[src/rtl/pulse_gen_monitor.sv]
// Receiver/checker for a pulse_gen output stream: measures high/low widths in clk
// cycles, checks them against nominal +/- tolerance, counts pulses, reports errors and lock.
module pulse_gen_monitor #(
    parameter int ACTIVE_CYCLES_P     = 10,
    parameter int NON_ACTIVE_CYCLES_P = 10,
    parameter int TOL_P               = 1,
    parameter int LOCK_P              = 4,
    parameter int TIMEOUT_P           = 64,
    parameter int CNT_W               = 16
) (
    input  logic             clk,
    input  logic             reset_n,
    input  logic             enable,
    input  logic             pulse_in,
    input  logic             clear_errors,
    output logic [CNT_W-1:0] active_width,
    output logic [CNT_W-1:0] non_active_width,
    output logic             width_valid,
    output logic [CNT_W-1:0] pulse_count,
    output logic             active_err,
    output logic             non_active_err,
    output logic             stuck_err,
    output logic [CNT_W-1:0] err_count,
    output logic             locked
);

    typedef enum logic [1:0] {IDLE, MEAS_HIGH, MEAS_LOW} state_t;

    localparam logic [CNT_W-1:0] ACT_C  = CNT_W'(ACTIVE_CYCLES_P);
    localparam logic [CNT_W-1:0] NACT_C = CNT_W'(NON_ACTIVE_CYCLES_P);
    localparam logic [CNT_W-1:0] TOL_C  = CNT_W'(TOL_P);
    localparam logic [CNT_W-1:0] LOCK_C = CNT_W'(LOCK_P);
    localparam logic [CNT_W-1:0] TO_C   = CNT_W'(TIMEOUT_P);
    localparam logic [CNT_W-1:0] ONE_C  = CNT_W'(1);
    localparam logic [CNT_W-1:0] MAX_C  = '1;

    function automatic logic [CNT_W-1:0] sat_inc(input logic [CNT_W-1:0] v);
        return (v == MAX_C) ? v : v + ONE_C;
    endfunction

    function automatic logic in_tol(input logic [CNT_W-1:0] w, input logic [CNT_W-1:0] e);
        logic [CNT_W-1:0] diff;
        diff = (w >= e) ? (w - e) : (e - w);
        return diff <= TOL_C;
    endfunction

    // Reset asserts asynchronously, releases on a clock edge.
    logic [1:0] rst_sync_q;
    logic       rst_n;

    always_ff @(posedge clk or negedge reset_n) begin
        if (!reset_n) rst_sync_q <= '0;
        else          rst_sync_q <= {rst_sync_q[0], 1'b1};
    end

    assign rst_n = rst_sync_q[1];

    // prime_q marks when every sync stage holds a real sample, so the chain filling
    // after reset with pulse_in already high is not mistaken for a rising edge.
    logic [2:0] sync_q;
    logic [2:0] prime_q;
    logic       s2;
    logic       rise;
    logic       fall;

    assign s2   = sync_q[1];
    assign rise = prime_q[2] &  sync_q[1] & ~sync_q[2];
    assign fall = prime_q[2] & ~sync_q[1] &  sync_q[2];

    state_t           state_q, state_d;
    logic [CNT_W-1:0] cnt_q, cnt_d;
    logic [CNT_W-1:0] act_w_q, act_w_d;
    logic [CNT_W-1:0] nact_w_q, nact_w_d;
    logic             wv_q, wv_d;
    logic [CNT_W-1:0] pc_q, pc_d;
    logic             ae_q, ae_d;
    logic             ne_q, ne_d;
    logic             se_q, se_d;
    logic [CNT_W-1:0] ec_q, ec_d;
    logic [CNT_W-1:0] gr_q, gr_d;
    logic             hok_q, hok_d;
    logic             locked_q, locked_d;
    logic             err_event;
    logic             low_ok;

    always_ff @(posedge clk or negedge rst_n) begin
        if (!rst_n) begin
            sync_q   <= '0;
            prime_q  <= '0;
            state_q  <= IDLE;
            cnt_q    <= '0;
            act_w_q  <= '0;
            nact_w_q <= '0;
            wv_q     <= 1'b0;
            pc_q     <= '0;
            ae_q     <= 1'b0;
            ne_q     <= 1'b0;
            se_q     <= 1'b0;
            ec_q     <= '0;
            gr_q     <= '0;
            hok_q    <= 1'b0;
            locked_q <= 1'b0;
        end else begin
            sync_q   <= {sync_q[1:0], pulse_in};
            prime_q  <= {prime_q[1:0], 1'b1};
            state_q  <= state_d;
            cnt_q    <= cnt_d;
            act_w_q  <= act_w_d;
            nact_w_q <= nact_w_d;
            wv_q     <= wv_d;
            pc_q     <= pc_d;
            ae_q     <= ae_d;
            ne_q     <= ne_d;
            se_q     <= se_d;
            ec_q     <= ec_d;
            gr_q     <= gr_d;
            hok_q    <= hok_d;
            locked_q <= locked_d;
        end
    end

    always_comb begin
        state_d   = state_q;
        cnt_d     = cnt_q;
        act_w_d   = act_w_q;
        nact_w_d  = nact_w_q;
        wv_d      = 1'b0;
        pc_d      = pc_q;
        gr_d      = gr_q;
        hok_d     = hok_q;
        err_event = 1'b0;
        low_ok    = 1'b0;
        // Clearing first lets an error detected in the same cycle win.
        ae_d      = clear_errors ? 1'b0 : ae_q;
        ne_d      = clear_errors ? 1'b0 : ne_q;
        se_d      = clear_errors ? 1'b0 : se_q;
        ec_d      = clear_errors ? '0   : ec_q;

        if (!enable) begin
            state_d = IDLE;
            cnt_d   = '0;
            gr_d    = '0;
        end else begin
            case (state_q)
                IDLE: begin
                    gr_d = '0;
                    if (rise) begin
                        state_d = MEAS_HIGH;
                        cnt_d   = ONE_C;
                    end
                end
                MEAS_HIGH: begin
                    if (fall) begin
                        act_w_d = cnt_q;
                        wv_d    = 1'b1;
                        pc_d    = pc_q + ONE_C;
                        hok_d   = in_tol(cnt_q, ACT_C);
                        if (!hok_d) begin
                            ae_d      = 1'b1;
                            err_event = 1'b1;
                            gr_d      = '0;
                        end
                        state_d = MEAS_LOW;
                        cnt_d   = ONE_C;
                    end else if (cnt_q >= TO_C) begin
                        se_d      = 1'b1;
                        err_event = 1'b1;
                        gr_d      = '0;
                        state_d   = IDLE;
                        cnt_d     = '0;
                    end else if (s2) begin
                        cnt_d = sat_inc(cnt_q);
                    end
                end
                MEAS_LOW: begin
                    if (rise) begin
                        nact_w_d = cnt_q;
                        wv_d     = 1'b1;
                        low_ok   = in_tol(cnt_q, NACT_C);
                        if (!low_ok) begin
                            ne_d      = 1'b1;
                            err_event = 1'b1;
                            gr_d      = '0;
                        end else if (hok_q) begin
                            gr_d = sat_inc(gr_q);
                        end else begin
                            gr_d = '0;
                        end
                        state_d = MEAS_HIGH;
                        cnt_d   = ONE_C;
                    end else if (cnt_q >= TO_C) begin
                        se_d      = 1'b1;
                        err_event = 1'b1;
                        gr_d      = '0;
                        state_d   = IDLE;
                        cnt_d     = '0;
                    end else if (!s2) begin
                        cnt_d = sat_inc(cnt_q);
                    end
                end
                default: begin
                    state_d = IDLE;
                    cnt_d   = '0;
                    gr_d    = '0;
                end
            endcase
        end

        if (err_event) ec_d = sat_inc(ec_d);
        locked_d = (gr_d >= LOCK_C);
    end

    assign active_width     = act_w_q;
    assign non_active_width = nact_w_q;
    assign width_valid      = wv_q;
    assign pulse_count      = pc_q;
    assign active_err       = ae_q;
    assign non_active_err   = ne_q;
    assign stuck_err        = se_q;
    assign err_count        = ec_q;
    assign locked           = locked_q;

endmodule

[config.mk]
export PLATFORM = sky130hd
export DESIGN_NAME = pulse_gen_monitor
export DESIGN_NICKNAME = d
export VERILOG_FILES = /design/src/rtl/pulse_gen_monitor.sv
export SDC_FILE = /design/constraint.sdc
export NUM_CORES = 1
export LEC_CHECK = 0
export CORE_MARGIN = 2
export CORE_UTILIZATION = 40
export CTS_BUF_LIST = sky130_fd_sc_hd__clkbuf_8
export DETAILED_ROUTE_END_ITERATION = 10
export PLACE_DENSITY_LB_ADDON = 0.08
export SYNTH_ARGS = -nofsm -noshare
export SYNTH_HDL_FRONTEND = slang
export SYNTH_SLANG_ARGS = --single-unit
[constraint.sdc]
create_clock -name clk -period 9.5 [get_ports clk]
set_input_delay 1.9 -clock clk [delete_from_list [all_inputs] [get_ports clk]]
set_output_delay 1.9 -clock clk [all_outputs]
set_load 0.01 [all_outputs]
# [Word-level counts from Yosys, hierarchy flattened]
# Index checks and enable logic that the tools add are counted.
[word_totals] regBits=112 latchBits=0 mem_bits_rw=0 mem_bits_ro=0 input_bits=5 out_inout_bits=69 elab_cells=99 n_memories=0
[classes] addsub=6 mul=0 div=0 n_lt_le_gt_ge=4 eq_ne=8 n_shift=0 muxes=55 bitwise_logic=6 reduce_logical=4
[op_table] op="16-bit two-way mux" count=21
[op_table] op="16-bit by 1-bit adder with 16-bit output, second input constant" count=4
[op_table] op="16-bit == test, second input constant" count=3
[op_table] op="16-bit case mux with 3 select lines" count=1
[op_table] op="16-bit case mux with 2 select lines" count=1
[op_table] op="1-bit two-way mux" count=23
[op_table] op="16-bit by 3-bit greater-or-equal comparator with 1-bit output, second input constant" count=1
[op_table] op="16-bit by 4-bit greater-or-equal comparator with 1-bit output, second input constant" count=1
[op_table] op="16-bit by 7-bit greater-or-equal comparator with 1-bit output, second input constant" count=1
[op_table] op="16-bit by 1-bit less-or-equal comparator with 1-bit output, second input constant" count=1
[op_table] op="16-bit by 4-bit subtractor with 16-bit output, second input constant" count=1
[op_table] op="4-bit by 16-bit subtractor with 16-bit output, first input constant" count=1
[op_table] op="2-bit two-way mux" count=5
[op_table] op="5-bit != test, second input constant" count=2
[op_table] op="3-bit AND reduction" count=3
[op_table] op="1-bit case mux with 2 select lines" count=3
[op_table] op="2-bit case mux with 3 select lines" count=1
[op_table] op="1-bit AND" count=4
[op_table] op="3-bit != test, second input constant" count=1
[op_table] op="2-bit by 1-bit == test with 1-bit output, second input constant" count=1
[op_table] op="2-bit == test, second input constant" count=1
[op_table] op="2-bit logical NOT" count=1
[op_table] op="1-bit NOT" count=2

# [Depth between registers and ports, before layout]
[logic_depth] word_depth=8 ltp_mapped=13 mapped_depth_nobuf=11

# [Worst setup path before layout]
# Ideal clock, no wire load.
[synth_timing] path_type="input -> register" start="in enable" end="reg locked_q, in the netlist locked" setup_ns=0.146 arrival_time_ns=3.308 t_required_ns=9.354 slack_ns=6.046 path_stages=8 path_buffers=2 path_cell_list="clkbuf_1 > and2_1 > clkbuf_1 > nand2_1 > nor3_1 > a221o_1 > a2111oi_2 > nand4_1"
[synth_via] elab_chain_cells=2
[synth_lines] element="start, declared" line_no="13" text="input logic enable,"
[synth_lines] element="16-bit two-way mux" line_no="139" text="if (!enable) begin"
[synth_lines] element="net gr_d[8]" line_no="80" text="logic [CNT_W-1:0] gr_q, gr_d;"
[synth_lines] element="16-bit by 3-bit greater-or-equal comparator with 1-bit output" line_no="210" text="locked_d = (gr_d >= LOCK_C);"
[synth_lines] element="net locked_d" line_no="82" text="logic locked_q, locked_d;"
[synth_lines] element="end signal, assigned" line_no="118" text="locked_q <= locked_d;"
[synth_lines] element="end, declared" line_no="82"
# The timed path passes the listed nets, and every way through them passes these cells.
# A chain may end at the register's enable or synchronous reset.

# [Worst setup path in the final report]
[layout_timing] start="in clear_errors" end="reg ec_q[8], in the netlist err_count[8]"
[layout_via] elab_chain_cells=4 elab_cells_between_ends=5 classes_between="add/sub (1); eq/ne (1); mux (3)"
[layout_lines] element="start, declared" line_no="15" text="input logic clear_errors,"
[layout_lines] element="16-bit two-way mux *" line_no="137" text="ec_d = clear_errors ? '0 : ec_q;"
[layout_lines] element="16-bit by 1-bit adder with 16-bit output / 16-bit == test (equally long branches)" line_no="38" text="return (v == MAX_C) ? v : v + ONE_C;"
[layout_lines] element="16-bit two-way mux" line_no="38"
[layout_lines] element="16-bit two-way mux *" line_no="209" text="if (err_event) ec_d = sat_inc(ec_d);"
[layout_lines] element="net ec_d[8]" line_no="79" text="logic [CNT_W-1:0] ec_q, ec_d;"
[layout_lines] element="end signal, assigned" line_no="99" text="ec_q <= '0;"
[layout_lines] element="end signal, assigned" line_no="115" text="ec_q <= ec_d;"
[layout_lines] element="end, declared" line_no="79"
# Mark *: on every way through the listed nets, which the timed path passes. The rest lies on a longest branch.

==> metrics.yaml <==
status:
  outcome: "finished clean"
hold_path:
  hold_depth: 0
  hold_class: "reg2reg"
  worstHoldStart: "prime_q[0]"
  min_to: "prime_q[1]"
synth:
  netlist-cell-type-count: 71
  syn_avg_cell_area_um2: 9.563
  yosys_warnings: 0
  netlist_instances: 613
  yosysSeqAreaShare: 0.4781
  synth_ff_type: "dfrtp_1"
  synth_edf_count: 0
  async_flop_share: 1.000
  syn_area_mm2: 0.005862
  synth_seq_cells: 112
worst_setup_path:
  worstSetupPathType: "in2reg"
  startpoint_type: "input port"
  path_max_fanout: 17
  cp-end-kind: "register"
  worstReg2RegStart: "cnt_q[13]"
  required_ns: 9.78
  r2r_end: "locked"
  reg2reg_depth: 9
  reg2reg_setup_slack_ns: 5.89
  cp_data_arrival_time_ns: 4.66
clock_network:
  clockBufferDepth: 2
  htreeDepth: 3
  root_buffer: "clkbuf_8"
  cts_buffers: 9
  clock-sinks: 112
  cts-resized-gates: 0
  cts_tree: "yes"
  cts_setup_buffers: 0
  postCtsHoldBufs: 0
  insertion_delay_ns: 0.40
  cts.clk_slew.worst_paths_ns: 0.12
floorplanning:
  io_pins: 74
  die_w_um: 125.1
  std_cell_rows: 44
  dieArea_mm2: 0.01564
  core_mm2: 0.01442
  start_util: 0.4064
  fp.dieH_um: 125.1
sta:
  timing.fmax_mhz: 228.1
  setup_viol: 0
  hold_viol: 0
  rsz0062_at_grt: "false"
  tightest_slew_ns: 1.073
  setup_tns_ns: 0
  setup_slack_ns: 5.116
  post-route-period-util: 0.4615
  fin_crit_ns: 4.384
  fin_worst_skew_ns: 0.01152
  slew_headroom: 0.2831
  drv_slew: 0
grt:
  grtUsageMet1: 0.2767
  grtUsageTotal: 0.2004
  grt_pass1_wl_um: 25210
  grt_use_met2: 0.3293
  top_usage_layer: "met2"
  grt_pass1_vias: 4677
  grt-ovfl-total: 0
  use_met3: 0.02739
  grt_max_degree: 60
  grt_antenna_before_repair: 0
final_layout:
  fillers: 1383
  antenna_cells: 0
  stdcell_area_mm2: 0.006907
  areaGrowthSynthToFinish_pct: 17.82
  nets: 693
  drive_gt1_frac: 0.07658
  final-seq-area_mm2: 0.002806
  multiInputGateArea_mm2: 0.002894
placement:
  place_ws_ns: 4.692
  place_area_mm2: 0.006721
  dp_hpwl_um: 10970
  gp_congestion: 0.8427
  io_buffers: 73
route:
  vias: 4808
  wl_per_cell_um: 17.64
  vias_per_cell: 5.571
  dr.pass1.iters: 5
  wirelength_um: 15220
  drt_iter0_drc: 365
  drt.antenna.violating_nets: 0
  post-route-drc-count: 0
power:
  leakage_nw: 3.029
  peakVddDrop_mv: 0.09340
  p_per_area_mw_per_mm2: 118.2
  total_power_uw: 816.4
run:
  maxCapViolations: 0
-- report_power, final --
part | switching (mW) | total [mW] | leakage, nW | internal [mW]
Clock | 0.184 | 0.286 | 0.0994 | 0.101
Sequential | 0.00967 | 0.491 | 1.54 | 0.481
Combinational | 0.0258 | 0.0396 | 1.39 | 0.0138
-- layout by cell type (no fill, tap or decap), types with 7 or more instances in the layout --
| cell type | synthesis | final |
|---|---|---|
| a21o_1 | 7 | 7 |
| a21oi_1 | 19 | 19 |
| and2_1 | 8 | 8 |
| and3_1 | 17 | 17 |
| clkbuf_8 | 0 | 9 |
| clkdlybuf4s50_1 | 0 | 73 |
| dfrtp_1 | 112 | 111 |
| ha_1 | 14 | 14 |
| inv_1 | 12 | 13 |
| mux2_2 | 12 | 12 |
| nand2_1 | 88 | 88 |
| nand3_1 | 31 | 31 |
| nand4_1 | 16 | 16 |
| nor2_1 | 61 | 61 |
| nor2b_1 | 10 | 10 |
| nor3_1 | 18 | 18 |
| nor4_1 | 7 | 7 |
| o21ai_0 | 26 | 26 |
| xnor2_1 | 15 | 15 |
| xor2_1 | 19 | 19 |
-- cell usage after synthesis, types with 12 or more instances --
| cell | n | area (µm²) |
|---|---|---|
| nand2_1 | 88 | 330.3 |
| a21oi_1 | 19 | 95.09 |
| mux2_2 | 12 | 135.1 |
| xor2_1 | 19 | 166.4 |
| inv_1 | 12 | 45.04 |
| nand3_1 | 31 | 155.2 |
| nand4_1 | 16 | 100.1 |
| ha_1 | 14 | 175.2 |
| xnor2_1 | 15 | 131.4 |
| o21ai_0 | 26 | 130.1 |
| and3_1 | 17 | 106.4 |
| nor2_1 | 61 | 229.0 |
| nor3_1 | 18 | 90.09 |
| clkbuf_1 | 18 | 67.56 |
| dfrtp_1 | 112 | 2803 |
-- flip-flops by register name, summed over array words and instances, names as in the netlist --
name and count:
sync_q 3, cnt_q 16, stuck_err 1, hok_q 1, rst_sync_q 2, width_valid 1, err_count 16, active_err 1
prime_q 3, gr_q 16, non_active_err 1, state_q 2, pulse_count 16, active_width 16, locked 1, non_active_width 16
-- routing by layer --
metal / up-vias / wire [µm]
li1: 2314 / -
met1: 2384 / 7320
met2: 99 / 7146
met3: 11 / 530
met4: 0 / 223
met5: - / 0
-- stage by stage --
stage / std cells / util / hold WS (ns)
6_report: 863 / 0.4788 / 0.3597
4_1_cts: 863 / 0.4788 / 0.3660
5_1_grt: 863 / 0.4788 / 0.3701
3_3_place_gp: 847 / 0.4660 / 0.3335
2_1_floorplan: 614 / - / 0.3312
3_5_place_dp: 847 / 0.4660 / 0.3403
-- cells by family after synthesis --
| family | share of synthesized area |
|---|---|
| AO/OA/AOI/OAI | 0.1364 |
| XOR/XNOR | 0.05080 |
| adder cells (fa/ha/maj) | 0.02988 |
| buffers and inverters | 0.02881 |
| flip-flops | 0.4781 |
| multiplexers | 0.02647 |
| other | 0.0006397 |
| AND/OR/NAND/NOR | 0.2489 |
-- worst max path at each step --
stage / start / to / slack (ns)
2_1_floorplan: enable / locked / 6.05
3_3_place_gp: clear_errors / err_count[14] / 4.79
3_5_place_dp: clear_errors / err_count[14] / 4.69
4_1_cts: clear_errors / err_count[14] / 5.15
5_1_grt: clear_errors / err_count[14] / 4.82
6_report: clear_errors / err_count[8] / 5.12
-- final cells by class --
class                           count  share of cell area
Tap cell                          184             0.03333
Inverter                           12            0.006522
Clock inverter                      7            0.008877
Sequential cell                   112              0.4063
Timing Repair Buffer               75              0.1080
Clock buffer                        9             0.01793
Multi-Input combinational cell    464              0.4190
-- worst max-delay path, cell delays in order --
cell and delay, ns:
clkdlybuf4s50_1 0.85, nor2b_1 0.15, ha_1 0.31, and2_1 0.20
a221oi_1 0.29, nor2b_1 0.54, nand4_1 0.18, xor2_1 0.17
nor2_1 0.06
No activity file was read; power rests on OpenSTA's default activity.
